===== config.mk =====
export PLATFORM = sky130hd
export DESIGN_NAME = shot_resolver
export DESIGN_NICKNAME = d
export VERILOG_FILES = /design/src/rtl/shot_resolver.sv
export SDC_FILE = /design/constraint.sdc
export NUM_CORES = 1
export LEC_CHECK = 0
export BUFFER_PORTS_ARGS = -buffer_cell sky130_fd_sc_hd__buf_2
export CORE_MARGIN = 2
export CORE_UTILIZATION = 45
export DETAILED_ROUTE_END_ITERATION = 8
export PLACE_DENSITY = 0.75
export SLEW_MARGIN = 20
export SYNTH_ARGS = -nofsm -noshare
export SYNTH_HDL_FRONTEND = slang
export SYNTH_SLANG_ARGS = --single-unit

===== constraint.sdc =====
create_clock -name clk -period 5.9 [get_ports clk]
set_input_delay 0.885 -clock clk [delete_from_list [all_inputs] [get_ports clk]]
set_output_delay 0.885 -clock clk [all_outputs]
set_load 0.1 [all_outputs]

===== src/rtl/shot_resolver.sv =====
// shot_resolver: resolves one enemy shot against the player board RAM.
// Reads the addressed cell, writes back HIT/MISS, reports the outcome and
// tracks how many ship cells have been hit (defeat flag once all are hit).
module shot_resolver #(
    parameter int GRID_DIM   = 10,
    parameter int SHIP_CELLS = 20,
    localparam int CNT_W     = $clog2(SHIP_CELLS + 1)
) (
    input  logic             clk,
    input  logic             rst,
    input  logic             clear,
    input  logic             shot_valid,
    input  logic [3:0]       shot_x,
    input  logic [3:0]       shot_y,
    output logic             shot_ready,
    output logic [6:0]       mem_addr,
    input  logic [1:0]       mem_rdata,
    output logic             mem_we,
    output logic [1:0]       mem_wdata,
    output logic             result_valid,
    output logic             result_hit,
    output logic             result_repeat,
    output logic             result_invalid,
    output logic [CNT_W-1:0] hit_count,
    output logic             all_ships_sunk
);

    // Board cell encodings shared with the renderer and placement logic.
    localparam logic [1:0] CELL_EMPTY  = 2'b00;
    localparam logic [1:0] CELL_MYSHIP = 2'b01;
    localparam logic [1:0] CELL_MISS   = 2'b10;
    localparam logic [1:0] CELL_HIT    = 2'b11;

    localparam logic [CNT_W-1:0] SHIP_MAX = CNT_W'(SHIP_CELLS);

    typedef enum logic [1:0] {
        ST_IDLE  = 2'd0,
        ST_READ  = 2'd1,
        ST_EVAL  = 2'd2,
        ST_WRITE = 2'd3
    } state_t;

    state_t           state_r;
    state_t           state_next_s;

    logic             shot_ready_r;
    logic [6:0]       mem_addr_r;
    logic             in_range_r;
    logic             mem_we_r;
    logic [1:0]       mem_wdata_r;
    logic             result_valid_r;
    logic             result_hit_r;
    logic             result_repeat_r;
    logic             result_invalid_r;
    logic [CNT_W-1:0] hit_count_r;
    logic             sunk_r;

    logic             handshake_s;
    logic [7:0]       addr_wide_s;
    logic             in_range_s;
    logic             eval_we_s;
    logic [1:0]       eval_wdata_s;
    logic             eval_hit_s;
    logic             eval_rep_s;
    logic             eval_inv_s;
    logic             eval_inc_s;
    logic [CNT_W-1:0] cnt_next_s;
    logic             sunk_next_s;

    // Out-of-range coordinates may wrap here; that read is harmless because
    // the in-range flag suppresses any write-back.
    assign handshake_s = shot_valid && shot_ready_r;
    assign addr_wide_s = 8'(shot_y) * 8'(GRID_DIM) + 8'(shot_x);
    assign in_range_s  = ({28'd0, shot_x} < $unsigned(GRID_DIM)) &&
                         ({28'd0, shot_y} < $unsigned(GRID_DIM));

    assign shot_ready     = shot_ready_r;
    assign mem_addr       = mem_addr_r;
    assign mem_we         = mem_we_r;
    assign mem_wdata      = mem_wdata_r;
    assign result_valid   = result_valid_r;
    assign result_hit     = result_hit_r;
    assign result_repeat  = result_repeat_r;
    assign result_invalid = result_invalid_r;
    assign hit_count      = hit_count_r;
    assign all_ships_sunk = sunk_r;

    // State register; rst and clear both abandon any shot in flight.
    always_ff @(posedge clk) begin
        if (rst || clear) begin
            state_r <= ST_IDLE;
        end else begin
            state_r <= state_next_s;
        end
    end

    // Next-state logic: fixed four-cycle walk once a shot is accepted.
    always_comb begin
        state_next_s = state_r;
        case (state_r)
            ST_IDLE: begin
                if (handshake_s) begin
                    state_next_s = ST_READ;
                end else begin
                    state_next_s = ST_IDLE;
                end
            end
            ST_READ:  state_next_s = ST_EVAL;
            ST_EVAL:  state_next_s = ST_WRITE;
            ST_WRITE: state_next_s = ST_IDLE;
            default:  state_next_s = ST_IDLE;
        endcase
    end

    // Outcome decode from the cell read back during EVAL.
    always_comb begin
        eval_we_s    = 1'b0;
        eval_wdata_s = mem_wdata_r;
        eval_hit_s   = 1'b0;
        eval_rep_s   = 1'b0;
        eval_inv_s   = 1'b0;
        eval_inc_s   = 1'b0;
        if (!in_range_r) begin
            eval_inv_s = 1'b1;
        end else begin
            case (mem_rdata)
                CELL_EMPTY: begin
                    eval_we_s    = 1'b1;
                    eval_wdata_s = CELL_MISS;
                end
                CELL_MYSHIP: begin
                    eval_we_s    = 1'b1;
                    eval_wdata_s = CELL_HIT;
                    eval_hit_s   = 1'b1;
                    eval_inc_s   = 1'b1;
                end
                CELL_MISS: begin
                    eval_rep_s = 1'b1;
                end
                CELL_HIT: begin
                    eval_hit_s = 1'b1;
                    eval_rep_s = 1'b1;
                end
                default: begin
                    eval_inv_s = 1'b0;
                end
            endcase
        end
    end

    // Saturating hit counter and the defeat flag derived from it.
    always_comb begin
        if (eval_inc_s && (hit_count_r != SHIP_MAX)) begin
            cnt_next_s = hit_count_r + CNT_W'(1);
        end else begin
            cnt_next_s = hit_count_r;
        end
        sunk_next_s = sunk_r || (cnt_next_s == SHIP_MAX);
    end

    // Output/datapath registers: everything the WRITE cycle shows is
    // captured on the EVAL->WRITE edge so it appears together.
    always_ff @(posedge clk) begin
        if (rst || clear) begin
            shot_ready_r     <= 1'b1;
            mem_addr_r       <= 7'd0;
            in_range_r       <= 1'b0;
            mem_we_r         <= 1'b0;
            mem_wdata_r      <= 2'b00;
            result_valid_r   <= 1'b0;
            result_hit_r     <= 1'b0;
            result_repeat_r  <= 1'b0;
            result_invalid_r <= 1'b0;
            hit_count_r      <= '0;
            sunk_r           <= 1'b0;
        end else begin
            mem_we_r       <= 1'b0;
            result_valid_r <= 1'b0;
            // sunk_r is already final by the time the FSM returns to IDLE
            shot_ready_r   <= (state_next_s == ST_IDLE) && !sunk_r;
            if (handshake_s) begin
                mem_addr_r <= addr_wide_s[6:0];
                in_range_r <= in_range_s;
            end else begin
                mem_addr_r <= mem_addr_r;
            end
            if (state_r == ST_EVAL) begin
                mem_we_r         <= eval_we_s;
                mem_wdata_r      <= eval_wdata_s;
                result_valid_r   <= 1'b1;
                result_hit_r     <= eval_hit_s;
                result_repeat_r  <= eval_rep_s;
                result_invalid_r <= eval_inv_s;
                hit_count_r      <= cnt_next_s;
                sunk_r           <= sunk_next_s;
            end else begin
                hit_count_r <= hit_count_r;
            end
        end
    end

endmodule


### Word level (Yosys, flattened, before mapping)

Index checks and enable logic that the tools add are counted.

* output and inout bits: 21
* logic and storage cells: 56
* register bits: 24
* bits of input ports: 14

* reduce and logical (&&, ||, !) cells: 16
* multiply operators: 1
* mux-type cells: 13
* bitwise logic cells: 2
* order comparisons: 2
* $add $sub $neg: 2
* eq/ne operators: 8

Operator list (count)
* 1-bit 2-to-1 mux: 10
* 2-bit equality test, second input constant: 4
* 4-bit less-than comparator, second input constant: 2
* 2-bit case mux with 4 select lines: 1
* 7-bit by 4-bit adder with 7-bit output: 1
* 2-bit zero test: 3
* 4-bit by 3-bit multiplier with 6-bit output, second input constant: 1
* 2-bit OR reduction: 3
* 5-bit by 1-bit adder with 5-bit output, second input constant: 1
* 5-bit equality test, second input constant: 1
* 5-bit 2-to-1 mux: 1
* 5-bit != test, second input constant: 1
* 2-bit by 1-bit equality test with 1-bit output, second input constant: 2
* 1-bit logical AND: 4
* 2-bit case mux with 2 select lines: 1
* 3-bit AND reduction: 1
* 3-bit OR reduction: 1
* 1-bit logical OR: 2
* 1-bit NOT: 2
* 2-bit nonzero test: 1
* 1-bit zero test: 1

### Longest topological paths before layout

* depth after elaboration: 7
* depth in mapped cells: 7
* depth with buffers taken out: 7

### Worst setup path before layout

Ideal clock, no wire load.

* kind: input port to flip-flop
* from: input shot_y[1]
* to: register mem_addr_r[6], in the netlist mem_addr[6]
* path buffers: 0
* library setup time: 0.129 ns
* data required time: 5.771 ns
* stages on the path: 7
* data arrival time: 2.343 ns
* setup slack: 3.428 ns
* path through: ha_1 > ha_1 > fa_1 > and3_1 > a32o_1 > nand2_1 > o211ai_1

* word-level cells in the longest chain between the ends: 2

Ends and longest elaborated chain
* from (decl): RTL line 14 `input logic [3:0] shot_y,`
* 4-bit by 3-bit multiplier with 6-bit output: RTL line 73 `assign addr_wide_s = 8'(shot_y) * 8'(GRID_DIM) + 8'(shot_x);`
* 7-bit by 4-bit adder with 7-bit output: RTL line 73
* to (signal assigned): RTL line 182 `mem_addr_r <= addr_wide_s[6:0];`
* to (signal assigned): RTL line 185 `mem_addr_r <= mem_addr_r;`
* to (decl): RTL line 47 `logic [6:0] mem_addr_r;`

Every way passes these cells.
A chain may end at the register's enable or synchronous reset.

### Worst setup path in the final report

Ends and elaborated chain as after synthesis.

==> impl_metrics.prom <==
# TYPE chip_impl_metric gauge
chip_impl_info{name="synth-main-ff-cell",value="sky130_fd_sc_hd__dfxtp_1"} 1
chip_impl_info{name="critical_path.cell_chain",value="buf_2 > ha_1 > ha_1 > fa_1 > and3_1 > a32o_1 > nand2_1 > o211ai_1"} 1
chip_impl_metric{name="detail_route.iter0.violations",unit=""} 41
chip_impl_metric{name="synthCells",unit=""} 140
chip_impl_metric{name="htreeDepth",unit=""} 1
chip_impl_metric{name="drive_above_1_share",unit=""} 0.243
chip_impl_metric{name="placeableCoreArea",unit="um2"} 2690
chip_impl_metric{name="report.power.total",unit="mW"} 0.354
chip_impl_metric{name="maxCapViolations",unit=""} 0
chip_impl_metric{name="power_density",unit="nW/um2"} 238
chip_impl_metric{name="detail_route.first_pass.iterations",unit=""} 6
chip_impl_metric{name="layoutNonFillerInstCount",unit=""} 204
chip_impl_metric{name="port-buffer-count",unit=""} 34
chip_impl_metric{name="worst_clock_skew",unit="ps"} 6.80
chip_impl_metric{name="cts_buffers",unit=""} 3
chip_impl_metric{name="synth_xor_xnor_area_share",unit=""} 0.0492
chip_impl_metric{name="post-place-cells",unit=""} 200
chip_impl_info{name="worst_setup_path_start_kind",value="input pin"} 1
chip_impl_metric{name="die_w",unit="um"} 56.6
chip_impl_metric{name="yosysUniqueCellTypes",unit=""} 37
chip_impl_info{name="worst_hold_path_type",value="reg -> reg"} 1
chip_impl_metric{name="critical_path.max_stage_delay",unit="ps"} 490
chip_impl_metric{name="synth-edff-count",unit=""} 0
chip_impl_metric{name="min_period_over_period",unit=""} 0.396
chip_impl_metric{name="syn_avg_cell_area",unit="um2"} 8.90
chip_impl_metric{name="synth-compound-area-share",unit=""} 0.123
chip_impl_info{name="cpLargestDelayFamily",value="adder cells"} 1
chip_impl_metric{name="worst_ir_drop_vdd",unit="uV"} 159
chip_impl_metric{name="floorplan.initialDensity",unit=""} 0.464
chip_impl_metric{name="post_cts.repair.setup_buffers",unit=""} 0
chip_impl_metric{name="worstPathArrival",unit="ps"} 2570
chip_impl_metric{name="final_nets",unit=""} 200
chip_impl_metric{name="buf_inv_stages_crit_path",unit=""} 1
chip_impl_metric{name="top_level_ports",unit=""} 35
chip_impl_metric{name="drt-total-wl",unit="um"} 2710
chip_impl_metric{name="finalWeightedCongestion",unit=""} 0.763
chip_impl_metric{name="area.growth.synth_to_final",unit="%"} 19.3
chip_impl_info{name="critPathMostFrequentCell",value="sky130_fd_sc_hd__ha_1"} 1
chip_impl_metric{name="floorplan.rows",unit=""} 19
chip_impl_info{name="crit_slowest_cell",value="sky130_fd_sc_hd__fa_1"} 1
chip_impl_metric{name="timing.final.crit_period",unit="ps"} 2340
chip_impl_info{name="tritoncts",value="yes"} 1
chip_impl_metric{name="setup_viol",unit=""} 0
chip_impl_metric{name="tightestPinTransition",unit="ps"} 493
chip_impl_info{name="cp-end-kind",value="flip-flop"} 1
chip_impl_metric{name="timing.slew.headroom",unit=""} 0.674
chip_impl_metric{name="insertion_delay",unit="ps"} 330
chip_impl_info{name="final_common_cell",value="sky130_fd_sc_hd__buf_2"} 1
chip_impl_info{name="setup_repair_after_global_routing_missed_its_margin",value="no"} 1
chip_impl_metric{name="report.final.slew_viol_count",unit=""} 0
chip_impl_metric{name="timing.fmax",unit="GHz"} 0.428
chip_impl_info{name="layout.cells.most_common_list",value="sky130_fd_sc_hd__buf_2 (34), sky130_fd_sc_hd__dfxtp_1 (24), sky130_fd_sc_hd__nor2_1 (14)"} 1
chip_impl_metric{name="async_set_or_reset_register_ratio_after_synthesis",unit=""} 0
chip_impl_metric{name="worstPathRequired",unit="ps"} 6130
chip_impl_metric{name="clock-sinks",unit=""} 24
chip_impl_metric{name="fin_tns_setup",unit="ps"} 0
chip_impl_metric{name="vias_per_cell",unit=""} 5.54
chip_impl_metric{name="antenna_cells",unit=""} 0
chip_impl_metric{name="antenna_found_initial",unit=""} 0
chip_impl_metric{name="globalRoute.totalOverflow",unit=""} 0
chip_impl_metric{name="die_height",unit="um"} 56.6
chip_impl_metric{name="antenna_left",unit=""} 0
chip_impl_metric{name="route.vias.total",unit=""} 1131
chip_impl_metric{name="worst-path-max-fanout",unit=""} 4
chip_impl_metric{name="grt_first_pass_wirelength",unit="um"} 4400
chip_impl_info{name="clockRootBuffer",value="sky130_fd_sc_hd__clkbuf_4"} 1
chip_impl_metric{name="post_drt_wl_per_cell",unit="um"} 13.3
chip_impl_info{name="outcome",value="finished clean"} 1
chip_impl_metric{name="synth-seq-cells",unit=""} 24
chip_impl_metric{name="grt_use_total",unit=""} 0.178
chip_impl_metric{name="multi_input_gate_area",unit="um2"} 718
chip_impl_metric{name="post_synth_instance_area",unit="um2"} 1250
chip_impl_metric{name="cts-root-to-sink-buffers",unit=""} 2
chip_impl_metric{name="synthesis.nets",unit=""} 166
chip_impl_metric{name="number_of_global_route_vias_before_repair",unit=""} 1005
chip_impl_metric{name="ctsHoldBuffers",unit=""} 0
chip_impl_metric{name="drc_viols",unit=""} 0
chip_impl_metric{name="post_cts.resized_instances",unit=""} 0
chip_impl_metric{name="leakagePower",unit="nW"} 0.703
chip_impl_info{name="setup.worst_path.class",value="in -> reg"} 1
chip_impl_info{name="main_combinational_cell_family_by_area_after_synthesis",value="simple AND/OR/NAND/NOR gates"} 1
chip_impl_metric{name="timing.final.hold_violations",unit=""} 0
chip_impl_metric{name="yosysSeqAreaShare",unit=""} 0.386
chip_impl_metric{name="fin_util",unit=""} 0.553
chip_impl_metric{name="synth.yosys.warnings",unit=""} 0
chip_impl_metric{name="arithmetic_cell_share_of_the_synthesized_area_counting_full_adders_half_adders_and_majority_gates",unit=""} 0.133
chip_impl_metric{name="die_outline_area",unit="um2"} 3210
chip_impl_metric{name="final.fill_count",unit=""} 265
chip_impl_metric{name="dp.final_hpwl",unit="um"} 2060
chip_impl_metric{name="synth_simple_gate_area_frac",unit=""} 0.263
chip_impl_metric{name="seq_area",unit="um2"} 480
chip_impl_metric{name="clk_transition_reported_paths",unit="ps"} 140
chip_impl_metric{name="synth.area.mux_share",unit=""} 0.00803
chip_impl_metric{name="grt_max_degree",unit=""} 21
## kinds of logic after synthesis
group | count (synthesis)
and+or+nand+nor | 58
AOI/OAI and AO/OA | 26
DFF | 24
buffers and inverters | 12
adders and majority gates | 12
xor gates and xnor gates | 7
muxes | 1
## cell type report
cell class | instances | share of cell area
Multi-Input combinational cell | 104 | 0.483
Sequential cell | 24 | 0.323
Timing Repair Buffer | 34 | 0.114
Inverter | 7 | 0.0177
Clock inverter | 1 | 0.0202
Clock buffer | 3 | 0.0152
Tap cell | 31 | 0.0261
## metrics by stage
stage / area (um2) / worst slack, ps / hold slack [ps]
2_1_floorplan: 1250 / 3430 / 524
4_1_cts: 1490 / 3580 / 467
3_5_place_dp: 1430 / 3200 / 449
5_1_grt: 1490 / 3500 / 482
3_3_place_gp: 1430 / 3270 / 445
6_report: 1490 / 3560 / 462
## state kept, by name (all words and copies together), names as in the netlist
name and cells:
state_r 2, result_hit 1, mem_addr 7, result_valid 1, in_range_r 1, result_invalid 1, result_repeat 1, all_ships_sunk 1
shot_ready 1, mem_we 1, hit_count 5, mem_wdata 2
## routing by layer
layer / vias up / GRT usage / share of wire
met5: - / 0 / 0
met4: 0 / 0.105 / 0.030
met3: 7 / 0.0346 / 0.058
met2: 39 / 0.299 / 0.50
met1: 526 / 0.207 / 0.41
li1: 559 / - / -
## power breakdown
group,switching (mW),internal (mW)
logic,0.0460,0.0188
clock network,0.0530,0.0688
registers,0.00210,0.166
total,0.101,0.253
## worst paths after layout
path                from            to  slack, ps  depth (start not counted)
min          mem_addr[0]   mem_addr[0]        460                          2
min reg2reg  mem_addr[0]   mem_addr[0]        460                          2
max reg2reg   state_r[0]  hit_count[3]       4290                          6
max            shot_y[1]   mem_addr[6]       3560                          8
## cells in the mapped netlist, types with 2 or more instances
cell type                   n  share of area
sky130_fd_sc_hd__nor2_1    14          0.042
sky130_fd_sc_hd__nand2_1   11          0.033
sky130_fd_sc_hd__a21o_1     2          0.012
sky130_fd_sc_hd__nor2b_1    3          0.015
sky130_fd_sc_hd__nand2b_1   3          0.015
sky130_fd_sc_hd__nand4_1    2          0.010
sky130_fd_sc_hd__and2_1     3          0.015
sky130_fd_sc_hd__a31oi_1    2          0.010
sky130_fd_sc_hd__a21oi_1   10          0.040
sky130_fd_sc_hd__ha_1      10           0.10
sky130_fd_sc_hd__inv_1      7          0.021
sky130_fd_sc_hd__and3_1     3          0.015
sky130_fd_sc_hd__nor3_1     2         0.0080
sky130_fd_sc_hd__fa_1       2          0.032
sky130_fd_sc_hd__xnor2_1    3          0.021
sky130_fd_sc_hd__o21ai_0    7          0.028
sky130_fd_sc_hd__dfxtp_1   24           0.39
sky130_fd_sc_hd__clkbuf_1   2         0.0060
sky130_fd_sc_hd__a211oi_1   2          0.012
sky130_fd_sc_hd__xor2_1     4          0.028
sky130_fd_sc_hd__nand3_1    8          0.032
## worst reg2reg max path: stages (launching register included)
cell	delay [ps]
sky130_fd_sc_hd__dfxtp_1	330
sky130_fd_sc_hd__inv_1	70
sky130_fd_sc_hd__ha_1	430
sky130_fd_sc_hd__nand4b_4	190
sky130_fd_sc_hd__nor4_2	300
sky130_fd_sc_hd__xnor2_1	150
sky130_fd_sc_hd__nor2_1	50
No activity file was read; power rests on OpenSTA's default activity.
